File: src/rtl/acc_buffer.sv
// acc_buffer: multi-lane, multi-row output accumulator for the systolic array.
// Fills DEPTH rows of LANES signed values in one or more passes. The first pass
// overwrites each row. Later passes add into the row with signed saturation.
// After the final pass the buffer drains rows 0..DEPTH-1 on a valid/ready stream.
//
// Ports
//   clk, reset        rising-edge clock; synchronous active-low reset
//   clear             synchronous abort back to FILL (memory contents kept)
//   in_valid/in_ready input beat handshake (in_ready only in FILL)
//   in_data           LANES x DATA_W, lane k at [k*DATA_W +: DATA_W]
//   in_last           beat belongs to final pass (sampled on row DEPTH-1 only)
//   out_valid/ready   drain handshake (out_valid only in DRAIN)
//   out_data, out_row drained row contents (LANES x ACC_W) and its index
//   full              buffer is draining
//   overflow          sticky saturation flag, cleared at drain end/clear/reset

// Per-lane next-value datapath: overwrite on first pass, saturating add after.
module acc_lane #(
  parameter int DATA_W = 8,
  parameter int ACC_W  = 16
) (
  input  logic              first_pass,
  input  logic [ACC_W-1:0]  acc,
  input  logic [DATA_W-1:0] din,
  output logic [ACC_W-1:0]  nxt,
  output logic              sat
);
  // One guard bit: the sum of two ACC_W-bit signed values fits in ACC_W+1.
  logic [ACC_W:0] din_x, acc_x, sum;

  always_comb begin
    din_x = {{(ACC_W+1-DATA_W){din[DATA_W-1]}}, din};
    acc_x = first_pass ? '0 : {acc[ACC_W-1], acc};
    sum   = din_x + acc_x;
    sat   = 1'b0;
    nxt   = sum[ACC_W-1:0];
    if (sum[ACC_W] != sum[ACC_W-1]) begin
      sat = 1'b1;
      nxt = sum[ACC_W] ? {1'b1, {(ACC_W-1){1'b0}}} : {1'b0, {(ACC_W-1){1'b1}}};
    end
  end
endmodule

module acc_buffer #(
  parameter int DATA_W = 8,
  parameter int ACC_W  = 16,
  parameter int DEPTH  = 4,
  parameter int LANES  = 2
) (
  input  logic                      clk,
  input  logic                      reset,
  input  logic                      clear,
  input  logic                      in_valid,
  output logic                      in_ready,
  input  logic [LANES*DATA_W-1:0]   in_data,
  input  logic                      in_last,
  output logic                      out_valid,
  input  logic                      out_ready,
  output logic [LANES*ACC_W-1:0]    out_data,
  output logic [$clog2(DEPTH)-1:0]  out_row,
  output logic                      full,
  output logic                      overflow
);
  localparam int PTR_W = $clog2(DEPTH);
  localparam logic [PTR_W-1:0] LAST = PTR_W'(DEPTH-1);

  typedef enum logic {FILL, DRAIN} state_t;
  typedef logic [LANES-1:0][ACC_W-1:0] row_t;

  state_t                  state, state_nxt;
  row_t [DEPTH-1:0]        mem;
  logic [PTR_W-1:0]        wr_ptr, rd_ptr;
  logic                    first_pass;
  row_t                    lane_nxt;
  logic [LANES-1:0]        lane_sat;
  logic                    wr_beat, rd_xfer, wr_last, rd_last;

  assign wr_beat = in_valid && in_ready;
  assign rd_xfer = out_valid && out_ready;
  assign wr_last = (wr_ptr == LAST);
  assign rd_last = (rd_ptr == LAST);

  for (genvar k = 0; k < LANES; k++) begin : g_lane
    acc_lane #(.DATA_W(DATA_W), .ACC_W(ACC_W)) u_lane (
      .first_pass (first_pass),
      .acc        (mem[wr_ptr][k]),
      .din        (in_data[k*DATA_W +: DATA_W]),
      .nxt        (lane_nxt[k]),
      .sat        (lane_sat[k])
    );
    assign out_data[k*ACC_W +: ACC_W] = mem[rd_ptr][k];
  end

  assign out_row = rd_ptr;

  always_comb begin
    state_nxt = state;
    in_ready  = (state == FILL);
    out_valid = (state == DRAIN);
    full      = (state == DRAIN);
    case (state)
      FILL:  if (wr_beat && wr_last && in_last) state_nxt = DRAIN;
      DRAIN: if (rd_xfer && rd_last)            state_nxt = FILL;
      default: state_nxt = FILL;
    endcase
  end

  always_ff @(posedge clk) begin
    if (!reset) begin
      state      <= FILL;
      wr_ptr     <= '0;
      rd_ptr     <= '0;
      first_pass <= 1'b1;
      overflow   <= 1'b0;
      mem        <= '0;
    end else if (clear) begin
      // Rows keep stale data; first_pass=1 guarantees they are overwritten.
      state      <= FILL;
      wr_ptr     <= '0;
      rd_ptr     <= '0;
      first_pass <= 1'b1;
      overflow   <= 1'b0;
    end else begin
      state <= state_nxt;
      if (wr_beat) begin
        mem[wr_ptr] <= lane_nxt;
        if (|lane_sat) overflow <= 1'b1;
        wr_ptr <= wr_last ? '0 : wr_ptr + 1'b1;
        if (wr_last && !in_last) first_pass <= 1'b0;
        if (wr_last && in_last)  rd_ptr     <= '0;
      end
      if (rd_xfer) begin
        if (rd_last) begin
          rd_ptr     <= '0;
          wr_ptr     <= '0;
          first_pass <= 1'b1;
          overflow   <= 1'b0;
        end else begin
          rd_ptr <= rd_ptr + 1'b1;
        end
      end
    end
  end
endmodule

File: config.mk
export PLATFORM = sky130hd
export DESIGN_NAME = acc_buffer
export DESIGN_NICKNAME = d
export VERILOG_FILES = /design/src/rtl/acc_buffer.sv
export SDC_FILE = /design/constraint.sdc
export NUM_CORES = 1
export LEC_CHECK = 0
export BUFFER_PORTS_ARGS = -buffer_cell sky130_fd_sc_hd__buf_2
export CAP_MARGIN = 30
export CORE_MARGIN = 2
export CORE_UTILIZATION = 50
export DETAILED_ROUTE_END_ITERATION = 6
export GPL_TIMING_DRIVEN = 0
export PLACE_DENSITY = 0.64
export SYNTH_ARGS = -nofsm -noshare
export SYNTH_HDL_FRONTEND = slang
export SYNTH_SLANG_ARGS = --single-unit
File: constraint.sdc
create_clock -name clk -period 6.7 [get_ports clk]
set_input_delay 1.34 -clock clk [delete_from_list [all_inputs] [get_ports clk]]
set_output_delay 1.34 -clock clk [all_outputs]
set_load 0.05 [all_outputs]
==> results of run 1 <==
## metal layers
metal	track usage [%]	up-vias
met2	45.1	319
met5	0	-
met3	6.23	50
li1	-	3220
met1	41.2	3513
met4	11.1	2
## worst max-delay path, delay by kind of cell, from the launching register on
family / cells / cell delay (ns)
adder cells (fa/ha/maj): 1 / 0.39
AND/OR/NAND/NOR: 4 / 1.08
multiplexers: 1 / 0.39
buffers and inverters: 4 / 2.01
AO/OA/AOI/OAI: 4 / 1.01
flip-flops: 1 / 0.38
## worst min-delay path by stage
stage | from | endpoint | slack [ns]
2_1_floorplan | mem[68] | mem[68] | 0.43
3_3_place_gp | mem[71] | mem[71] | 0.44
3_5_place_dp | mem[100] | mem[100] | 0.45
4_1_cts | mem[100] | mem[100] | 0.46
5_1_grt | mem[14] | mem[14] | 0.48
6_report | mem[14] | mem[14] | 0.46
## cells by family (layout without fill, tap and decap cells)
| family | after synthesis | after routing |
|---|---|---|
| compound gates | 248 | 248 |
| simple gates | 227 | 227 |
| flops | 135 | 135 |
| mux | 69 | 69 |
| buf+inv | 68 | 160 |
| fa+ha+maj | 39 | 39 |
| xor+xnor | 20 | 20 |
## flip-flops by register name (all words and copies together) (netlist names)
name,count
first_pass,1
full,1
mem,128
out_row,2
overflow,1
wr_ptr,2
## power groups by stage
stage | clock (mW) | combinational, mW | sequential (mW)
floorplan | 0 | 0.145 | 0.842
CTS | 0.994 | 0.205 | 0.827
finish | 0.988 | 0.206 | 0.827
global placement | 0 | 0.199 | 0.843
global route | 1.03 | 0.222 | 0.828
detailed placement | 0 | 0.203 | 0.844
## cells in the final DEF, fill, tap and decap left out, drive strengths merged, types with 32 or more instances in the layout
cell type / Yosys / routed
dfxtp: 135 / 135
nand2: 87 / 87
o21ai: 81 / 81
buf: 19 / 79
mux4: 62 / 62
a22o: 56 / 56
clkbuf: 31 / 53
nor2b: 42 / 42
ha: 37 / 37
a21oi: 33 / 33
nor2: 32 / 32
## layout make-up
class                   count  share of cell area (%)
multi-input cells         603                    54.5
flip-flops and latches    135                    29.3
clock buffers              22                    5.25
repair buffers             60                    3.37
well taps                 216                    2.93
plain buffers              50                    2.34
clock inverters            10                    1.55
inverters                  18                   0.733
==> results.md, run 1 <==
Outcome:
- The run finished with clean final reports.

Drt:
- After detailed routing, the met2 layer carries 11.2 mm of wire.
- The number of vias in the routed layout is 7104.
- The mean routed wirelength per cell is 21.5 µm.
- In this run, the number of DRC markers left after iteration 0 of detailed routing was 744.
- Summed over all nets, wire length on met3 after detailed routing comes to 1.73 mm.
- In this run the remaining antenna-violating nets after routing total 0.
- The number of remaining DRC errors is 0.
- After detailed routing, the wire length on met1 is 10.5 mm.
- The first detailed-routing pass took 6 iterations.
- The highest metal layer with signal wires is met5.
- For this block, the routed nets add up to 23.9 mm of wire.
- Dividing the detail-routed via count by the number of cells gives 6.38.

CTS:
- Once the clock tree was built, the setup fixing pass inserted 0 buffers.
- The buffer type at the clock tree root is sky130_fd_sc_hd__clkbuf_16.
- TritonCTS built the clock tree.
- The longest clock path from root to sink contains 2 buffers.
- The clock drives 135 sinks.
- For this design, the CTS-stage hold fixing added 0 buffers.
- The number of gates resized after CTS was 0.
- After clock tree synthesis, the clock-pin slew on the worst setup and hold paths is 0.06 ns.
- The insertion delay of the later-clocked pin in the worst-skew pair is 0.42 ns.
- Counting the buffers created by CTS gives 17.
- In this run the number of H-tree levels came out at 4.

Pwr:
- The share of total power dissipated in the clock network is 48.9%.
- The analysis attributes to net switching a power of 0.508 mW.
- The internal power consumption is 1.51 mW.
- Net switching is 25.1% of the power.
- The total power is 2.02 mW.
- The worst-case vdd ir drop is 0.306 mV.
- The share of total power dissipated in combinational logic is 10.2%.
- The total power density per cell area is 219 nW/µm².
- For this design the static power due to leakage is 3.60 nW.
- The power share of the sequential group is 40.9%.

Setup path:
- Counting stages on the worst path, the most repeated cell is sky130_fd_sc_hd__buf_2.
- Walking the worst path, the cells encountered are buf_2 -> buf_1 -> clkbuf_1 -> mux4_2 -> nor2b_1 -> ha_1 -> nand2_1 -> o21ai_0 -> and3_1 -> a211oi_2 -> o211a_2 -> nor3_2 -> buf_2 -> a22o_1.
- In this run the register-to-register setup slack is 1.36 ns.
- The largest stage delay on the critical path is 0.73 ns.
- The worst setup path category is reg2reg.
- The critical register-to-register path endpoint is mem[119].
- Among all stages on the critical path, the largest delay is contributed by sky130_fd_sc_hd__buf_1.
- The critical path endpoint category is a register.
- The timing endpoint of the critical path is mem[119].
- The source of the worst register-to-register timing path is wr_ptr[0].
- The number of cells on the worst reg-to-reg path is 14.
- The startpoint class of the critical path is a register.
- The arrival time at the worst endpoint is 5.70 ns.
- The worst endpoint required time is 7.06 ns.
- Of all nets on the critical path, the largest fanout is 10.
- The launching element of the worst setup path is wr_ptr[0].

Global routing:
- The via count of the first global-routing pass is 6885.
- The initial antenna violation count is 1.
- Entering global routing, the biggest net connects 17 pins.
- The first global-routing pass estimated 37.8 mm of wire.
- Global routing finished with a remaining overflow of 0.
- The overall fraction of global-route tracks in use is 29.4%.

Timing:
- The setup total negative slack is 0 ns.
- The number of failing hold endpoints at the final stage was 0.
- The max-slew violation count is 0.
- Subtracting the final worst setup slack from the clock period gives 5.34 ns.
- The maximum clock skew at final layout is 0.0113 ns.
- Once routing completed, OpenROAD measured the worst setup slack at 1.36 ns.
- Setup repair after global routing left no endpoint under its margin.
- For the pin with the worst max-slew slack, the measured transition is 0.946 ns.
- The worst hold slack is 0.460 ns.
- Static timing analysis puts the maximum clock frequency at 187 MHz.
- Setup violations remaining at the end of the flow were counted as 0.
- The headroom to the max-slew limit is 37.0%.
- The fraction of the cycle the final worst path needs is 79.7%.

Layout:
- The area of all placed cells without fillers is 9220 µm².
- The area used by multi-input combinational logic is 5020 µm².
- Compared with the post-synthesis result, the final layout area differs by 15.1%.
- The proportion of layout cells with a drive suffix above 1 is 21.9%.
- For this run, the number of standard cells in the final layout without fillers is 1114.
- The count of fill cells added during filler insertion is 1419.
- For this run, the share of the core covered by cells in the final layout is 58.4%.
- The number of antenna diodes is 0.
- The final-stage net count is 946.
- Registers take 2700 µm².

Logic synthesis:
- A synthesized cell averages 9.94 µm².
- In the post-synthesis netlist, the biggest area contributors are sky130_fd_sc_hd__dfxtp_1 (34%), sky130_fd_sc_hd__mux4_2 (17%), sky130_fd_sc_hd__a22o_1 (6.1%).
- By count the netlist is led by sky130_fd_sc_hd__dfxtp_1 (135), sky130_fd_sc_hd__nand2_1 (87), sky130_fd_sc_hd__mux4_2 (62).
- The predominant post-synthesis flop cell is sky130_fd_sc_hd__dfxtp_1.
- Measured against the total synthesized area, the mux share comes to 18.3%.
- The xor and xnor fraction of the mapped netlist area is 2.19%.
- After synthesis, the largest family of logic cells by area is compound AO/OA/AOI/OAI gates.
- The synthesized netlist occupies a cell area of 8010 µm².
- Summing the areas of all and, or, nand and nor instances in the mapped netlist gives 14.5% of the synthesized area.
- The synthesized design spends more area on one cell type than any other, namely sky130_fd_sc_hd__dfxtp_1.
- Counting distinct cell types in the post-synthesis netlist gives 59.
- The cell with the most instances after synthesis is sky130_fd_sc_hd__dfxtp_1.
- After synthesis, the share of flip-flops with an asynchronous set or reset is 0%.
- The total number of yosys warnings is 0.
- The cell count after synthesis came out at 806.
- Synthesis inferred 135 register bits.
- The number of nets in the synthesized netlist is 867.
- Of the total synthesized cell area, the portion taken by full adders, half adders and majority gates is 6.28%.
- Of the synthesized area, sequential elements account for 33.7%.
- The complex-gate fraction of the synthesized area is 21.5%.
- The synthesized design contains 0 enable-type register cells.
- In this run the biggest area consumer among cell types represents 33.7% of the synthesized area.

Place:
- Buffers placed on the I/O ports in this run total 59.
- The placer congestion estimate is 0.903.
- In this run the cell area measured after placement is 8590 µm².
- After legalization and detailed placement, the total HPWL measured 17.1 mm.
- Before CTS, the worst setup slack after placement is 1.47 ns.
- Including well taps, the total number of placed cells is 1082.

Floorplan:
- The number of standard-cell rows in the floorplan is 46.
- 60 I/O pins were placed.
- The horizontal die dimension is 131 µm.
- The region available for standard cell placement spans 15800 µm².
- The die extent in y is 131 µm.
- The die covers 17000 µm².
- The initial core utilization is 50.8%.

Min path:
- In this run the worst hold path is classified as reg2reg.
- Counting instances, the worst hold path has a depth of 2.

Job:
- The tool flagged a number of max-cap violations equal to 0.
(Power assumes the default switching activity.)
==> inputs of run 2 (changes only) <==
Clock period 6.7 ns to 5.3 ns, I/O delays scaled along.
==> run 2 against run 1 <==
Wire length rose by 0.13%; non-clock buffer count did not move; largest power group unchanged; sequential share of layout area barely moved; global-route usage did not move; die area did not move; clock skew fell by 0.0011 ns; largest cell class unchanged.
==> results.md, run 2 (same netlist as run 1, synthesis figures left out) <==
Layout:
- The count of fill cells added during filler insertion is 1426.
- The utilization of the core after routing is 58.5%.
- The area added between synthesis and finish is 15.2%.
- mem holds more flip-flops than any other register.
- The number of antenna diodes in the final layout is 0.
- The register with the most flip-flops in the layout has 128 of them.
- The final-stage net count is 946.
- The proportion of layout cells with a drive suffix above 1 is 22.5%.
- After the flow finishes, the layout carries non-filler instances totaling 1114.
- The library cell used most frequently in the layout, excluding fill and tap cells, is sky130_fd_sc_hd__dfxtp_1.
- The library cells used most frequently in the layout, excluding fill and tap cells, are sky130_fd_sc_hd__dfxtp_1 (135), sky130_fd_sc_hd__nand2_1 (87), sky130_fd_sc_hd__buf_2 (69).

Global routing:
- Global routing consumed, over all layers together, 29.4% of the routing resources.
- The maximum number of pins on one net before global-route repair is 17.
- The first global-routing pass estimated 37.8 mm of wire.
- The initial antenna violation count is 1.
- For this run the aggregate overflow at the end of global routing stands at 0.
- The via count of the first global-routing pass is 6885.

Pwr:
- The proportion of power drawn by the clock network is 49.0%.
- The combinational cell fraction of total power is 10.2%.
- Dividing total power by cell area gives a power density of 277 nW/µm².
- The leakage power of the design is 3.62 nW.
- The share of total power dissipated in sequential elements is 40.8%.
- In this run switching power makes up 25.2% of total power.
- For this design the total switching power over the nets is 0.646 mW.
- The internal power consumption is 1.91 mW.
- VDD sags by at most 0.391 mV.

CTS:
- The cell sitting at the root of the clock tree is a sky130_fd_sc_hd__clkbuf_16.
- TritonCTS built the clock tree.
- Buffers added to address setup during post-CTS repair amount to 0.
- The insertion delay of the later-clocked pin in the worst-skew pair is 0.43 ns.
- The number of clock buffers inserted by TritonCTS is 17.
- The maximum count of clock buffers along a single path is 2.
- CTS built an H-tree with a depth of 4.
- CTS saw 135 sinks.
- Clock-pin slew was measured on the worst setup and hold paths at 0.06 ns.

Floorplan:
- Measured along the y axis, the die boundary spans 131 µm.
- From left edge to right edge, the die measures 131 µm.
- The number of standard-cell rows in the floorplan is 46.
- For this configuration, the core starts out at a cell density of 50.8%.
- The core outline area is 15800 µm².
- 60 I/O pins were placed.
- The die covers 17000 µm².

Drt:
- The routed design has 24.0 mm of wire.
- In this run the remaining antenna-violating nets after routing total 0.
- The number of vias in the routed layout is 7041.
- The number of remaining DRC errors is 0.
- The average via count per standard cell is 6.32.
- The mean routed wirelength per cell is 21.5 µm.
- The number of detailed-routing iterations run before antenna repair is 5.
- The number of violations reported at the end of detailed-routing iteration 0 is 697.

Setup path:
- The library cell appearing most often on the critical path is sky130_fd_sc_hd__clkbuf_1.
- The worst endpoint required time is 5.61 ns.
- The maximum fanout along the worst path is 10.
- Data arrives at the worst endpoint at 5.21 ns.
- STA classifies the critical path endpoint as a register.
- STA classifies the critical path startpoint as a register.
- Among all stages on the critical path, the largest delay is contributed by sky130_fd_sc_hd__clkbuf_1.
- The worst setup path category is reg2reg.
- Walking the worst path, the cells encountered are clkdlybuf4s15_1 -> clkbuf_1 -> mux4_2 -> nor2b_1 -> ha_1 -> clkbuf_1 -> a21oi_1 -> o221ai_1 -> o21ai_0 -> o22ai_1 -> o21ai_1 -> buf_2 -> nand3_1 -> a22o_1.
- The largest stage delay on the critical path is 0.68 ns.

Outcome:
- The run finished with clean final reports.

Timing:
- Counting I/O delays and the setup requirement, the final critical path takes 4.90 ns.
- The worst path uses 92.5% of the clock period.
- The number of failing hold endpoints at the final stage was 0.
- The final count of negative-setup-slack endpoints is 0.
- Timing would allow up to 204 MHz.
- The setup total negative slack is 0 ns.
- Setup repair after global routing left no endpoint under its margin.
- Across the routed clock network, the largest skew measured is 0.0102 ns.
- At the pin with the least slew margin, the transition time is 0.956 ns.
- The headroom to the max-slew limit is 36.3%.
- The max-slew violation count is 0.

Place:
- Port buffering added 59 buffers.
- Detailed placement finished with a half-perimeter wire length of 17.1 mm.
- Including well taps, the total number of placed cells is 1082.
- Routability-driven placement finished with a final weighted congestion of 0.903.

Job:
- Across the run, the number of max-cap violations was 0.

Min path:
- The tightest min-delay check is of the reg2reg type.
[run 2: cell count changes in the layout (fill, tap and decap cells not counted), sizes merged]
cell | before | now
buf | 79 | 77
clkbuf | 53 | 54
clkdlybuf4s15 | 0 | 1
[run 2: critical path: cells and delay by family (launching register included)]
kind	cells	cell delay, ns
fa+ha+maj	1	0.29
buf+inv	4	1.83
compound gates	6	1.45
simple gates	2	0.38
flops	1	0.39
mux	1	0.42
[run 2: routing by layer]
layer	routed length [µm]	GRT usage (%)	vias to the layer above	part of all wire, %
li1	-	-	3219	-
met1	10700	41.2	3489	45
met2	11100	45.1	287	46
met3	1550	6.23	44	6.5
met4	518	11.1	2	2.2
met5	13	0	-	0.054
[run 2: timing repair]
action	4_1_cts	5_1_grt
setup endpoints to repair	0	113
resized for setup	0	13
hold buffers	0	0
[run 2: final cells by class]
type                       instances  area (µm²)  share of cell area [%]
clock inverter                    10         143                    1.55
timing repair buffer              60         310                    3.36
multi-input combinational        603        5020                    54.4
buffer                            50         228                    2.47
sequential                       135        2700                    29.3
clock buffer                      22         484                    5.25
inverter                          18        67.6                   0.732
tap                              216         270                    2.93
[run 2: path summary, 6_finish.rpt]
path,startpoint,end,slack (ns),cells past startpoint
setup / recovery,wr_ptr[1],mem[27],0.40,14
hold / removal,mem[14],mem[14],0.46,2
setup reg to reg,wr_ptr[1],mem[27],0.40,14
hold reg to reg,mem[14],mem[14],0.46,2
[run 2: power by group through the flow]
stage                     sequential [mW]  combinational [mW]  clock (mW)
after floorplan                      1.06               0.184           0
after global placement               1.07               0.252           0
after detailed placement             1.07               0.257           0
after CTS                            1.05               0.259        1.26
after global routing                 1.05               0.281        1.30
final                                1.05               0.261        1.25
[run 2: through the flow]
stage	setup WS, ns	instance area (µm²)	total power, mW	hold WS, ns
after floorplan	1.29	8010	1.25	0.434
after global placement	0.186	8570	1.32	0.445
after detailed placement	0.0694	8590	1.32	0.451
after CTS	0.0215	9220	2.56	0.459
after global routing	0.0393	9230	2.63	0.484
final	0.398	9230	2.56	0.461
